`config.mk`:
```
export PLATFORM = sky130hd
export DESIGN_NAME = uart_rx_oversample_flat
export DESIGN_NICKNAME = d
export VERILOG_FILES = /design/src/rtl/uart_rx_oversample_if.sv /design/src/rtl/uart_rx_oversample.sv /design/src/flat_wrapper.sv
export SDC_FILE = /design/constraint.sdc
export NUM_CORES = 1
export LEC_CHECK = 0
export BUFFER_PORTS_ARGS = -buffer_cell sky130_fd_sc_hd__buf_4
export CORE_ASPECT_RATIO = 1.75
export CORE_MARGIN = 4
export CORE_UTILIZATION = 45
export CTS_BUF_LIST = sky130_fd_sc_hd__clkbuf_4 sky130_fd_sc_hd__clkbuf_8 sky130_fd_sc_hd__clkbuf_16
export CTS_CLUSTER_SIZE = 12
export DETAILED_ROUTE_END_ITERATION = 8
export PLACE_DENSITY = 0.74
export SLEW_MARGIN = 20
export SYNTH_ARGS = -nofsm -noshare
export SYNTH_HDL_FRONTEND = slang
export SYNTH_SLANG_ARGS = --single-unit
export TNS_END_PERCENT = 5
```
`constraint.sdc`:
```
create_clock -name clk_i -period 2.2 [get_ports clk_i]
set_clock_uncertainty 0.1 [all_clocks]
set_input_delay 0.33 -clock clk_i [delete_from_list [all_inputs] [get_ports clk_i]]
set_output_delay 0.33 -clock clk_i [all_outputs]
set_load 0.02 [all_outputs]
```
`src/rtl/uart_rx_oversample_if.sv`:
```
// Receive-side result bus of the UART RX core.
// The core drives it through master; the RX FIFO write port or a bench reads it through slave.
interface uart_rx_oversample_if;
  logic [7:0] data_o;
  logic       data_valid_o;
  logic       frame_error_o;
  logic       parity_error_o;

  modport master (
    output data_o,
    output data_valid_o,
    output frame_error_o,
    output parity_error_o
  );

  modport slave (
    input data_o,
    input data_valid_o,
    input frame_error_o,
    input parity_error_o
  );
endinterface

```
`src/rtl/uart_rx_oversample.sv`:
```
// Oversampling UART receiver with an 8-bit LSB-first frame, optional parity and one stop bit.
// Results leave as one-cycle pulses on the interface bus.
module uart_rx_oversample #(
  parameter int unsigned ClkFreq        = 50_000_000,
  parameter int unsigned BaudRate       = 115_200,
  parameter int unsigned OversampleRate = 16,
  parameter string       ParityBit      = "none",
  parameter bit          UseDebouncer   = 1'b1
) (
  input  logic                 clk_i,
  input  logic                 reset_i,
  input  logic                 uart_rxd_i,
  uart_rx_oversample_if.master rx_bus
);

  localparam int unsigned Div       = ClkFreq / (BaudRate * OversampleRate);
  localparam int unsigned TickW     = (Div > 1) ? $clog2(Div) : 1;
  localparam int unsigned SampW     = $clog2(OversampleRate);
  localparam int unsigned HalfOs    = OversampleRate / 2;
  localparam bit          ParityEn  = (ParityBit != "none");
  localparam bit          ParityOdd = (ParityBit == "odd");

  if (Div < 1) begin : g_div_chk
    $error("uart_rx_oversample: ClkFreq too low for BaudRate*OversampleRate");
  end
  if ((OversampleRate < 4) || (OversampleRate % 2 != 0)) begin : g_os_chk
    $error("uart_rx_oversample: OversampleRate must be even and >= 4");
  end

  typedef enum logic [2:0] {
    IDLE, START, DATA, PARITY, STOP, BREAK
  } state_e;

  state_e             state_q, state_d;
  logic [1:0]         sync_q;
  logic [2:0]         deb_q;
  logic [TickW-1:0]   tick_cnt_q, tick_cnt_d;
  logic [SampW-1:0]   samp_q, samp_d;
  logic [2:0]         bit_q, bit_d;
  logic [7:0]         shift_q, shift_d;
  logic               perr_q, perr_d;
  logic [7:0]         data_q, data_d;
  logic               dv_q, dv_d;
  logic               fe_q, fe_d;
  logic               pe_q, pe_d;

  logic               maj_c;
  logic               rx_filt_c;
  logic               tick_c;
  logic [SampW-1:0]   samp_end_c;
  logic               sample_c;

  // Two-flop synchronizer followed by a 3-deep history for the majority filter
  always_ff @(posedge clk_i) begin
    if (reset_i) begin
      sync_q <= 2'b11;
      deb_q  <= 3'b111;
    end else begin
      sync_q <= {sync_q[0], uart_rxd_i};
      deb_q  <= {deb_q[1:0], sync_q[1]};
    end
  end

  assign maj_c     = (deb_q[0] & deb_q[1]) | (deb_q[0] & deb_q[2]) | (deb_q[1] & deb_q[2]);
  assign rx_filt_c = UseDebouncer ? maj_c : sync_q[1];

  assign tick_c     = (tick_cnt_q == TickW'(Div - 1));
  // START samples after half a bit, every other state at the end of a full bit
  assign samp_end_c = (state_q == START) ? SampW'(HalfOs - 1) : SampW'(OversampleRate - 1);
  assign sample_c   = tick_c && (samp_q == samp_end_c);

  always_ff @(posedge clk_i) begin
    if (reset_i) begin
      state_q    <= IDLE;
      tick_cnt_q <= '0;
      samp_q     <= '0;
      bit_q      <= '0;
      shift_q    <= '0;
      perr_q     <= 1'b0;
      data_q     <= '0;
      dv_q       <= 1'b0;
      fe_q       <= 1'b0;
      pe_q       <= 1'b0;
    end else begin
      state_q    <= state_d;
      tick_cnt_q <= tick_cnt_d;
      samp_q     <= samp_d;
      bit_q      <= bit_d;
      shift_q    <= shift_d;
      perr_q     <= perr_d;
      data_q     <= data_d;
      dv_q       <= dv_d;
      fe_q       <= fe_d;
      pe_q       <= pe_d;
    end
  end

  always_comb begin
    state_d    = state_q;
    tick_cnt_d = tick_c ? '0 : tick_cnt_q + TickW'(1);
    samp_d     = samp_q;
    bit_d      = bit_q;
    shift_d    = shift_q;
    perr_d     = perr_q;
    data_d     = data_q;
    dv_d       = 1'b0;
    fe_d       = 1'b0;
    pe_d       = 1'b0;

    if (tick_c) begin
      samp_d = sample_c ? '0 : samp_q + SampW'(1);
    end

    unique case (state_q)
      IDLE: begin
        samp_d = '0;
        bit_d  = '0;
        perr_d = 1'b0;
        if (!rx_filt_c) begin
          state_d    = START;
          tick_cnt_d = '0;
        end
      end
      START: begin
        if (sample_c) begin
          state_d = rx_filt_c ? IDLE : DATA;
        end
      end
      DATA: begin
        if (sample_c) begin
          shift_d = {rx_filt_c, shift_q[7:1]};
          bit_d   = bit_q + 3'd1;
          if (bit_q == 3'd7) begin
            state_d = ParityEn ? PARITY : STOP;
          end
        end
      end
      PARITY: begin
        if (sample_c) begin
          perr_d  = ((^shift_q) ^ rx_filt_c) != ParityOdd;
          state_d = STOP;
        end
      end
      STOP: begin
        if (sample_c) begin
          if (rx_filt_c) begin
            dv_d    = 1'b1;
            data_d  = shift_q;
            pe_d    = ParityEn && perr_q;
            state_d = IDLE;
          end else begin
            fe_d    = 1'b1;
            state_d = BREAK;
          end
        end
      end
      BREAK: begin
        if (rx_filt_c) begin
          state_d = IDLE;
        end
      end
      default: state_d = IDLE;
    endcase
  end

  assign rx_bus.data_o         = data_q;
  assign rx_bus.data_valid_o   = dv_q;
  assign rx_bus.frame_error_o  = fe_q;
  assign rx_bus.parity_error_o = pe_q;

endmodule

```
`src/flat_wrapper.sv`:
```
// flat-port wrapper written by rule: the top's interface ports become plain ports
module uart_rx_oversample_flat 
#(
  parameter int unsigned ClkFreq        = 50_000_000,
  parameter int unsigned BaudRate       = 115_200,
  parameter int unsigned OversampleRate = 16,
  parameter string       ParityBit      = "    ",
  parameter bit          UseDebouncer   = 1'b1
)
  (clk_i, reset_i, uart_rxd_i, rx_bus_data_o, rx_bus_data_valid_o, rx_bus_frame_error_o, rx_bus_parity_error_o);
  uart_rx_oversample_if rx_bus_i ();
  input  logic clk_i;
  input  logic reset_i;
  input  logic uart_rxd_i;
  output wire logic [$bits(rx_bus_i.data_o)-1:0] rx_bus_data_o;
  output wire logic [$bits(rx_bus_i.data_valid_o)-1:0] rx_bus_data_valid_o;
  output wire logic [$bits(rx_bus_i.frame_error_o)-1:0] rx_bus_frame_error_o;
  output wire logic [$bits(rx_bus_i.parity_error_o)-1:0] rx_bus_parity_error_o;
  assign rx_bus_data_o = rx_bus_i.data_o;
  assign rx_bus_data_valid_o = rx_bus_i.data_valid_o;
  assign rx_bus_frame_error_o = rx_bus_i.frame_error_o;
  assign rx_bus_parity_error_o = rx_bus_i.parity_error_o;
  uart_rx_oversample #(.ClkFreq(ClkFreq), .BaudRate(BaudRate), .OversampleRate(OversampleRate), .ParityBit(ParityBit), .UseDebouncer(UseDebouncer)) u_core (.clk_i(clk_i), .reset_i(reset_i), .uart_rxd_i(uart_rxd_i), .rx_bus(rx_bus_i));
endmodule
```
==> results, run 1 <==
- The run finished with clean final reports.
- The die covers 0.00493 sq mm.
- The post-detailed-route DRC marker count is 0.
- The capturing element type of the critical path is a register.
- For the pin with the worst max-slew slack, the measured transition is 0.362 ns.
- The cell count after synthesis is around 180.
- At the end of routability-driven placement, the weighted congestion stood at 0.765.
- The static leakage is 0.824 nW.
- The global-route total usage across every layer is 14.6%.
- After detailed routing, the average wire length per cell comes to ~12 microns.
- The first-pass GRT wire length is between 5000 and 6000 microns.
- Cells with a size suffix above 1 make up 16.8% of the layout.
- Gates resized during post-CTS repair numbered 0.
- CTS built an H-tree with a depth of 2.
- Across all layers, the routed design uses around 1200 vias.
- The cell count of the worst reg-to-reg path is 8.
- The cell type with the largest total area after synthesis is dfxtp_1.
- The pin count of the biggest net entering global routing is 34.
- The placeable core region is about 0.0037 sq mm.
- After clock tree synthesis, the clock-pin slew on the worst setup and hold paths is 0.07 ns.
- Setup violations remaining at the end of the flow were counted as 0.
- The number of non-filler instances in the completed layout is roughly 240.
- The initial utilization of the core area, before any placement, comes to a little under half.
- The iteration-0 DRC count of the detailed router is 19.
- The final worst-path cycle share is 90.7%.
- The I/O pin count is 14.
- The sum of routed wire length over all layers is slightly below 3000 microns.
- Across the run, the number of max-cap violations was 0.
- The time the final worst path needs with I/O delays and setup is about 2.0 ns.
- The pre-antenna-repair detailed-routing pass consisted of 4 iterations.
- The post-CTS setup-driven buffer insertion count is 0.
- Compared with the post-synthesis result, the final layout area differs by 13.6%.
- Across the VDD grid, the largest voltage drop is 0.560 mV.
- Counting flops and latches in the post-synthesis netlist gives 40.
- In this run the core area contains 29 standard-cell rows.
- The worst register-to-register path begins at u_core.tick_cnt_q[0].
- At the worst endpoint, the required time is between 2 and 2.5 ns.
- Along the worst path, the maximum fanout reaches 8.
- Data arrives at the worst endpoint at 2.07 ns.
- For this run, the top clock speed supported by timing is 501 MHz.
- For this run, the share of the core covered by cells in the final layout is a little over half.
- Yosys mapped the design onto 37 distinct sky130hd cell types.
- The die is 89.9 microns tall.
- Buffers placed on the I/O ports in this run total 13.
- The instance count along the most critical hold path is 2.
- On the final layout, the worst hold slack is 0.124 ns.
- The portion of the post-synthesis area used by sequential elements is 46.4%.
- After synthesis, the cell types taking the most area are dfxtp_1, mux2i_1, nor2_1.
- The mean post-synth cell area is about 9.4 sq um.
- The total half-perimeter wirelength after legalization and detailed placement is 2080 microns.
- The clock sink count is 40.
- The initial antenna violation count came to 0.
- The cell at the root of the clock tree is clkbuf_8.
- The worst setup path is of the reg -> reg kind.
- Counting along the longest clock path gives a buffer depth of 2.
- The number of hold buffers added after cts is 0.
- The number of slew-limit violations in the final report came to 0.
- Clock latency on the worst-skew pair, taken at its later pin, is 0.29 ns.
- In this run the power density over the cells is between 600 and 700 mW/mm^2.
- The clock tree from TritonCTS is done.
- During synthesis, Yosys emitted a total of 0 warnings.
- The number of nets handed over by synthesis was around 190.
- The detail-routed via count per cell is 5.05.
- The die span in x is 54.8 microns.
- The element type at the critical path start is a register.
- Setup repair after global routing left no endpoint under its margin.
- The end point of the most critical hold path is u_core.sync_q[0].
- The share of synthesized area in the top cell type comes to approximately 46%.
- The total number of nets in the final design is 204.
- The overflow left after global routing is 0.
- The number of clock buffers added by TritonCTS is 5.
- The remaining antenna violation count after routing is 0.
- The number of global-route vias before repair is 1218.
- With fillers left out, the area of the finished cells amounts to 0.00196 sq mm.
- The cell total after placement is 235.
- In this run the worst hold path is classified as in -> reg.
- The critical register-to-register path endpoint is u_core.rx_bus.data_o[0].
- The repair_antennas step left the layout with diodes totalling 0.
- In this run the cell area measured after placement is between 0.0015 and 0.002 sq mm.
- For flop-to-flop paths, the worst setup slack is 0.20 ns.
- The summed negative setup slack over all endpoints is 0 ns.
- Summing every instance area after synthesis gives 0.00173 sq mm.
- The hold violation total from the final report is 0.
- In this run the tightest slew margin relative to its limit is approximately three quarters.
- The start point of the worst hold path is uart_rxd_i.
[cell usage in the layout (no fill, tap or decap), types with 2 or more instances in the layout]
master and count:
o21ai_0 3, or3_1 2, xor2_1 4, nand3_1 5
dfxtp_1 40, or2_0 2, clkbuf_8 6, inv_1 5
nand2_1 10, clkinv_2 2, mux2i_1 17, nand3b_1 3
xnor2_1 8, nand2b_1 3, nand4b_1 2, a21oi_1 7
a31oi_1 2, nor2_1 32, nor3b_1 2, ha_1 5
buf_4 16, or2_2 5
[power breakdown]
part / switching (mW) / internal [mW]
combinational: 0.0509 / 0.0301
clock: 0.245 / 0.250
sequential: 0.00704 / 0.735
[critical path, cell delays in order, from the launching register on]
cell and delay (ns):
dfxtp_1 0.34, inv_1 0.06, ha_1 0.15, and4b_1 0.28, and3_2 0.29, and4_1 0.27, buf_12 0.15, mux2i_1 0.20
nor2_1 0.05
[flip-flops by register name (all words and copies together) (netlist names), 2 cells and up]
signal and count:
u_core.bit_q 3, u_core.deb_q 3, u_core.rx_bus.data_o 8, u_core.samp_q 4, u_core.shift_q 8, u_core.state_q 3
u_core.sync_q 2, u_core.tick_cnt_q 5
[how the worst max path moves through the flow]
stage	start	endpoint	slack, ns	depth (start not counted)
finish	u_core.tick_cnt_q[0]	u_core.rx_bus.data_o[0]	0.20	8
CTS	u_core.tick_cnt_q[0]	u_core.rx_bus.data_o[0]	0.12	8
global route	u_core.tick_cnt_q[0]	u_core.rx_bus.data_o[0]	0.04	8
detailed placement	u_core.tick_cnt_q[0]	u_core.rx_bus.data_o[0]	0.16	8
global placement	u_core.tick_cnt_q[0]	u_core.rx_bus.data_o[6]	0.17	8
floorplan	u_core.tick_cnt_q[0]	u_core.shift_q[0]	0.31	9
[stage by stage]
step                      power, mW  setup slack [ns]
after detailed placement      0.840             0.161
after floorplan               0.821             0.309
after global routing           1.39            0.0414
final                          1.32             0.204
after CTS                      1.35             0.125
after global placement        0.840             0.174
[layout make-up]
cell class              count  area [sq um]
flip-flops and latches     40           801
repair buffers             17           140
clock buffers               6          82.6
multi-input cells         127           852
clock inverters             2          10.0
fillers                   323          1700
well taps                  46          57.6
inverters                   5          18.8
[metal layers]
layer	wire length, microns	GRT usage (%)
met1	1190	16.9
met2	1580	22.9
met3	110	4.64
met4	77	7.69
met5	0	0
[synthesized netlist by cell type]
cell,n
nand3b_1,3
mux2i_1,17
nor4b_1,1
o21ai_1,1
dfxtp_1,40
xnor3_1,1
inv_1,5
a31oi_1,2
nand3_1,5
a21oi_1,7
xnor2_1,8
xor2_1,4
mux2_1,1
maj3_1,1
or2_2,5
nand2b_1,3
and4_1,1
nor3b_1,2
nand4_1,1
clkbuf_1,8
ha_1,5
o211ai_1,1
o21ai_0,3
buf_4,2
and4b_1,1
or2_0,2
nor2_1,32
a32o_1,1
and2_1,1
buf_6,1
and3_1,1
nand4b_1,2
or3_1,2
nand2_2,1
nand4_2,1
nand2_1,10
nor4_1,1
[cells by family after synthesis]
group | Yosys count | share of synthesized area (%)
xor+xnor | 13 | 7.39
flops | 40 | 46.4
fa+ha+maj | 6 | 4.20
simple gates | 75 | 22.2
mux | 18 | 10.5
compound gates | 15 | 4.93
buf+inv | 16 | 4.35
No activity file was read; power rests on OpenSTA's default activity.
==> run 2: changes to the inputs <==
MAX_ROUTING_LAYER = met4   (was default)
==> run 2 against run 1 <==
Via count is 0.16% higher. Power about the same. Clock power hardly changed. Hold slack better by 0.00081 ns. First-iteration DRC count unchanged. Utilization unchanged. Flip-flop and latch count is the same. Count of clock-buffer cells in the layout unchanged.
==> results, run 2 (synthesized netlist as in run 1, its figures left out) <==
- The post-detailed-route DRC marker count is 0 (unchanged).
- The initial antenna violation count came to 0 (unchanged).
- The placeable core region was 0.00366 sq mm (unchanged).
- The proportion of layout cells with a drive suffix above 1 came to 16.8% (unchanged).
- The max-capacitance violation count is 0 (unchanged).
- The hold violation total from the final report is 0 (unchanged).
- The final worst-path cycle share is 90.8% (about the same).
- The peak clock frequency supported by timing is 501 MHz (about the same).
- The area of placed instances came to 0.00187 sq mm (unchanged).
- The instance count along the most critical hold path is 2 (unchanged).
- The final routed wire length divided by cell count is 12.2 microns (+0.30%).
- The cell count of the worst reg-to-reg path is 8 (unchanged).
- The final instance area is 0.00196 sq mm (unchanged).
- The number of setup violations in the final report was 0 (unchanged).
- The first-pass GRT wire length is 5330 microns (unchanged).
- The I/O pin count is 14 (unchanged).
- Traced cell by cell, the critical path runs through inv_1, ha_1, and4b_1, and3_2, and4_1, buf_12, mux2i_1, nor2_1.
- The worst-case headroom to the max-slew limit is 75.7% (about the same).
- The worst hold path belongs to the class in -> reg.
- The buffer levels on the longest clock path is 2 (unchanged).
- The total number of nets in the final design is 204 (unchanged).
- The H-tree depth is 2 (unchanged).
- The antenna diode count is 0 (unchanged).
- The largest fanout on the critical path is 8 (unchanged).
- The delay of the slowest cell on the worst path came to 0.34 ns (about the same).
- The number of port buffers is 13 (unchanged).
- The number of hold buffers added after cts is 0 (unchanged).
- The area enclosed by the die boundary is 0.00493 sq mm (unchanged).
- The cell total after placement came to 235 (unchanged).
- The post-cts resize count is 0 (unchanged).
- The pin count of the biggest net entering global routing is 34 (unchanged).
- The sum of routed wire length over all layers is 2970 microns (+0.30%).
- The die span in x came to 54.8 microns (unchanged).
- Setup repair after global routing left no endpoint under its margin.
- The detail-routed via count per cell is 5.06 (+0.16%).
- The worst hold slack after final layout is 0.125 ns (+0.000807 ns).
- In the layout the commonest cells are dfxtp_1, nor2_1, mux2i_1.
- The most frequent standard cell in the layout excluding fill and tap cells is dfxtp_1.
- The overall die height was 89.9 microns (unchanged).
- The number of buffers inserted during clock tree synthesis is 5 (unchanged).
- The time the final worst path needs with I/O delays and setup is 2.00 ns (+0.000742 ns).
- The overflow left after global routing is 0 (unchanged).
- The synthesis-to-layout area growth is 13.6% (unchanged).
- The arrival time at the worst endpoint is 2.07 ns (about the same).
- The global-route total usage across every layer is 15.0% (+0.37 points).
- The source-to-sink clock delay at the later pin of the worst-skew pair came to 0.29 ns (about the same).
- The slowest stage cell on the critical path is dfxtp_1.
- The clock sink count is 40 (unchanged).
- The root buffer cell chosen for the clock tree is clkbuf_8.
- The total half-perimeter wirelength after legalization and detailed placement is 2080 microns (unchanged).
- The number of rows created at floorplan came to 29 (unchanged).
- The number of slew-limit violations in the final report was 0 (unchanged).
- The number of global-route vias before repair is 1218 (unchanged).
- The remaining antenna violation count after routing was 0 (unchanged).
- The number of non-filler instances in the completed layout is 243 (unchanged).
- The starting density of the core is 47.1% (unchanged).
- The data required time at the worst endpoint is 2.27 ns (about the same).
- The power density over cell area is 672 mW/mm^2 (about the same).
- The worst-margin pin slew came to 0.362 ns (+0.00000691 ns).
- The element type at the critical path start is a register.
- The worst setup path is captured at a register.
- The total number of vias is 1230 (+0.16%).
- The final weighted congestion in routability-driven placement was 0.775 (+1.3%).
- The largest voltage drop on the vdd net is 0.560 mV (about the same).
- The post-CTS setup-driven buffer insertion count is 0 (unchanged).
- The run finished with clean final reports.
- The number of fillers in the final layout is 323 (unchanged).
- The number of iterations in the first detailed-routing pass was 4 (unchanged).
- The summed negative setup slack over all endpoints was 0 ns (unchanged).
- The clock edge transition at the registers on the reported setup and hold paths was 0.07 ns (about the same).
- The kind of critical path is reg -> reg.
- The static leakage is 0.824 nW (unchanged).
- The clock tree from TritonCTS is done.
- The iteration-0 DRC count of the detailed router is 19 (unchanged).
==> run 2: cell counts in the layout (fill, tap and decap cells not counted) <==
Identical to the previous run, type by type.
==> run 2: routing by layer <==
metal  up-vias  global-route usage [%]  part of all wire (%)
met5         -                       -                     0
met4         0                    7.69                   2.3
met3         5                    4.64                   4.0
met2        21                    22.9                    54
met1       566                    16.9                    40
li1        638                       -                     -
==> run 2: critical path: cells and delay by family (launching register included) <==
| kind | cells | cell delay (ns) |
|---|---|---|
| simple gates | 4 | 0.89 |
| mux | 1 | 0.20 |
| fa+ha+maj | 1 | 0.15 |
| flops | 1 | 0.34 |
| buf+inv | 2 | 0.21 |
==> run 2: area by class of cell <==
class	instances	area [sq um]	area share, %
multi-input cells	127	852	43.4
flip-flops and latches	40	801	40.8
repair buffers	17	140	7.14
clock buffers	6	82.6	4.21
well taps	46	57.6	2.93
inverters	5	18.8	0.957
clock inverters	2	10.0	0.510
==> run 2: path summary, 6_finish.rpt <==
path	startpoint	end	slack [ns]
max	u_core.tick_cnt_q[0]	u_core.rx_bus.data_o[0]	0.20
min	uart_rxd_i	u_core.sync_q[0]	0.12
max reg2reg	u_core.tick_cnt_q[0]	u_core.rx_bus.data_o[0]	0.20
min reg2reg	u_core.sync_q[0]	u_core.sync_q[1]	0.31
==> run 2: power breakdown <==
group / total, mW / switching, mW / leakage (nW) / internal [mW]
logic: 0.0812 / 0.0512 / 0.450 / 0.0301
registers: 0.742 / 0.00704 / 0.324 / 0.735
clock network: 0.495 / 0.245 / 0.0510 / 0.250
==> run 2: metrics by stage <==
step	util (%)	power [mW]	worst slack [ns]
floorplan	-	0.821	0.309
global placement	51.0	0.840	0.174
detailed placement	51.0	0.840	0.161
CTS	53.5	1.35	0.125
global route	53.5	1.39	0.0414
finish	53.5	1.32	0.203
==> run 3: changes to the inputs <==
CORE_MARGIN = 3   (was 4)
==> run 3 against run 2 <==
Global-route usage is 0.56 points higher. Largest power group unchanged. Hold slack worse by 0.00098 ns. Sequential share of layout area hardly changed. Highest routed layer unchanged. Die area is 5.8% lower. Design area hardly changed.
==> results, run 3 (synthesized netlist as in run 1, its figures left out) <==
- The run finished with clean final reports.
- TritonCTS built the clock tree.
- The number of slew-limit violations in the final report is 0 (unchanged).
- The endpoint identified for the worst register-to-register timing path is u_core.shift_q[0].
- The number of iterations in the first detailed-routing pass is 3 (-1).
- The path class of the tightest hold or removal check is in -> reg.
- The post-placement setup slack came to 0.254 ns (+0.0937 ns).
- The delay of the slowest cell on the worst path was 0.37 ns (+0.03 ns).
- The pin count of the biggest net entering global routing came to 34 (unchanged).
- The buffer levels on the longest clock path is 2 (unchanged).
- The number of hold buffers added after cts is 0 (unchanged).
- Setup repair after global routing left no endpoint under its margin.
- The number of buffers inserted during clock tree synthesis is 5 (unchanged).
- The summed negative setup slack over all endpoints was 0 ns (unchanged).
- The clock edge transition at the registers on the reported setup and hold paths is 0.07 ns (about the same).
- The source-to-sink clock delay at the later pin of the worst-skew pair is 0.29 ns (about the same).
- The initial antenna violation count is 0 (unchanged).
- The worst setup path is of the reg -> reg kind.
- The final routed wire length divided by cell count was 12.1 microns (-1.3%).
- The antenna diode count is 0 (unchanged).
- The placeable core region is 0.00366 sq mm (unchanged).
- The number of fillers in the final layout is 339 (+5.0%).
- The total number of vias is 1240 (+0.81%).
- The cell sitting at the root of the clock tree is a clkbuf_8.
- On the critical path, the stage with the largest delay is an instance of dfxtp_1.
- The iteration-0 DRC count of the detailed router came to 19 (unchanged).
- The slack of the critical path is 0.261 ns (+0.0577 ns).
- The total half-perimeter wirelength after legalization and detailed placement is 2070 microns (-0.46%).
- The first-pass GRT wire length is 5140 microns (-3.6%).
- The max-capacitance violation count is 0 (unchanged).
- The number of setup violations in the final report came to 0 (unchanged).
- The proportion of layout cells with a drive suffix above 1 is 16.7% (-0.085 points).
- The clock sink count is 40 (unchanged).
- The area of placed instances is 0.00186 sq mm (-0.27%).
- The largest voltage drop on the vdd net is 0.660 mV (+18%).
- The overall die height is 87.9 microns (-2.2%).
- The top cell types in the final layout, fill and taps aside, are dfxtp_1, nor2_1, buf_4.
- The reg-to-reg startpoint is u_core.tick_cnt_q[0].
- The number of rows created at floorplan is 29 (unchanged).
- The post-CTS setup-driven buffer insertion count is 0 (unchanged).
- The static leakage was 0.829 nW (+0.57%).
- The instance count along the most critical hold path is 2 (unchanged).
- The arrival time at the worst endpoint is 2.01 ns (-0.06 ns).
- The largest fanout on the critical path is 7 (-1).
- The critical path ends at u_core.shift_q[0].
- The area enclosed by the die boundary came to 0.00465 sq mm (-5.8%).
- The peak clock frequency supported by timing is 516 MHz (+3.0%).
- The number of port buffers is 13 (unchanged).
- The cell count of the worst reg-to-reg path is 8 (unchanged).
- The worst-margin pin slew came to 0.394 ns (+0.0322 ns).
- The worst setup path startpoint is u_core.tick_cnt_q[0].
- The setup slack on the worst flop-to-flop path is 0.26 ns (+0.06 ns).
- The power dissipated by switching net loads was 0.285 mW (-5.9%).
- The time the final worst path needs with I/O delays and setup was 1.94 ns (-0.0577 ns).
- The worst setup path is captured at a register.
- The combinational group share of total power is 6.2% (about the same).
- The net switching share of the total power was 21.4% (-1.6 points).
- The final worst-path cycle share is 88.1% (-2.6 points).
- The detail-routed via count per cell is 5.08 (+0.40%).
- The clock network power share is 38.1% (+0.5 points).
- The worst hold slack after final layout is 0.124 ns (-0.000983 ns).
- The data required time at the worst endpoint is 2.27 ns (about the same).
- STA classifies the critical path startpoint as a register.
- The worst-case headroom to the max-slew limit is 73.7% (-2.0 points).
- The die span in x is 52.8 microns (-3.6%).
- The total number of nets in the final design is 205 (+0.49%).
- The global-route total usage across every layer is 15.6% (+0.56 points).
- The internal cell power is 1.05 mW (+3.0%).
- The number of global-route vias before repair is 1206 (-0.99%).
- The post-detailed-route DRC marker count is 0 (unchanged).
- The final weighted congestion in routability-driven placement was 0.806 (+4.0%).
- The overflow left after global routing is 0 (unchanged).
- The sum of routed wire length over all layers is 2940 microns (-0.88%).
- The I/O pin count is 14 (unchanged).
- The remaining antenna violation count after routing is 0 (unchanged).
- The final instance area is 0.00196 sq mm (about the same).
- The starting density of the core is 47.1% (unchanged).
- The post-cts resize count came to 0 (unchanged).
- The synthesis-to-layout area growth is 13.6% (about the same).
- Walking the worst path, the cells encountered are inv_1, ha_1, and4b_1, and3_1, nand4_2, buf_4, mux2i_1, nor2_1.
- The most frequent standard cell in the layout excluding fill and tap cells is dfxtp_1.
- The hold violation total from the final report is 0 (unchanged).
- The power density over cell area is 679 mW/mm^2 (+1.0%).
- The H-tree depth is 2 (unchanged).
- The portion of total power attributed to sequential cells is 55.8% (-0.5 points).
[run 3: cell types whose count changed in the layout (fill, tap and decap cells not counted), sizes merged]
cell / previous run / this run
buf: 17 / 18
clkbuf: 6 / 8
clkinv: 2 / 0
[run 3: layout make-up]
type | count | area [sq um] | area share, %
Clock buffer | 8 | 97.6 | 4.98
Inverter | 5 | 18.8 | 0.957
Multi-Input combinational cell | 127 | 851 | 43.4
Sequential cell | 40 | 801 | 40.8
Tap cell | 46 | 57.6 | 2.94
Timing Repair Buffer | 18 | 135 | 6.89
[run 3: power groups by stage]
stage / sequential (mW) / combinational [mW] / clock (mW)
after global routing: 0.742 / 0.0941 / 0.553
after floorplan: 0.757 / 0.0635 / 0
after detailed placement: 0.758 / 0.0824 / 0
final: 0.742 / 0.0819 / 0.507
after CTS: 0.742 / 0.0827 / 0.528
after global placement: 0.758 / 0.0819 / 0
[run 3: worst min-delay path by stage]
stage                          start               end
floorplan           u_core.sync_q[1]   u_core.deb_q[0]
global placement    u_core.sync_q[0]  u_core.sync_q[1]
detailed placement  u_core.sync_q[0]  u_core.sync_q[1]
CTS                       uart_rxd_i  u_core.sync_q[0]
global route              uart_rxd_i  u_core.sync_q[0]
finish                    uart_rxd_i  u_core.sync_q[0]
[run 3: per-layer routing]
metal  share of wire (%)  global-route usage [%]  vias up  routed length (microns)
met5                   0                       -        -                        0
met4                 3.6                    10.7        0                      107
met3                 3.1                    3.58        9                       92
met2                  52                    25.7       18                     1520
met1                  41                    15.8      577                     1220
li1                    -                       -      636                        -
[run 3: worst max-delay path, delay by kind of cell, from the launching register on]
kind                       cells  cell delay, ns
adders and majority gates      1            0.20
buffers and inverters          2            0.27
DFF                            1            0.37
muxes                          1            0.20
and+or+nand+nor                4            0.69
[run 3: per-stage QoR]
step | std cells | power, mW | util, %
after floorplan | 183 | 0.821 | -
after global placement | 236 | 0.840 | 50.8
after detailed placement | 236 | 0.841 | 50.8
after CTS | 244 | 1.35 | 53.5
after global routing | 244 | 1.39 | 53.5
final | 244 | 1.33 | 53.5
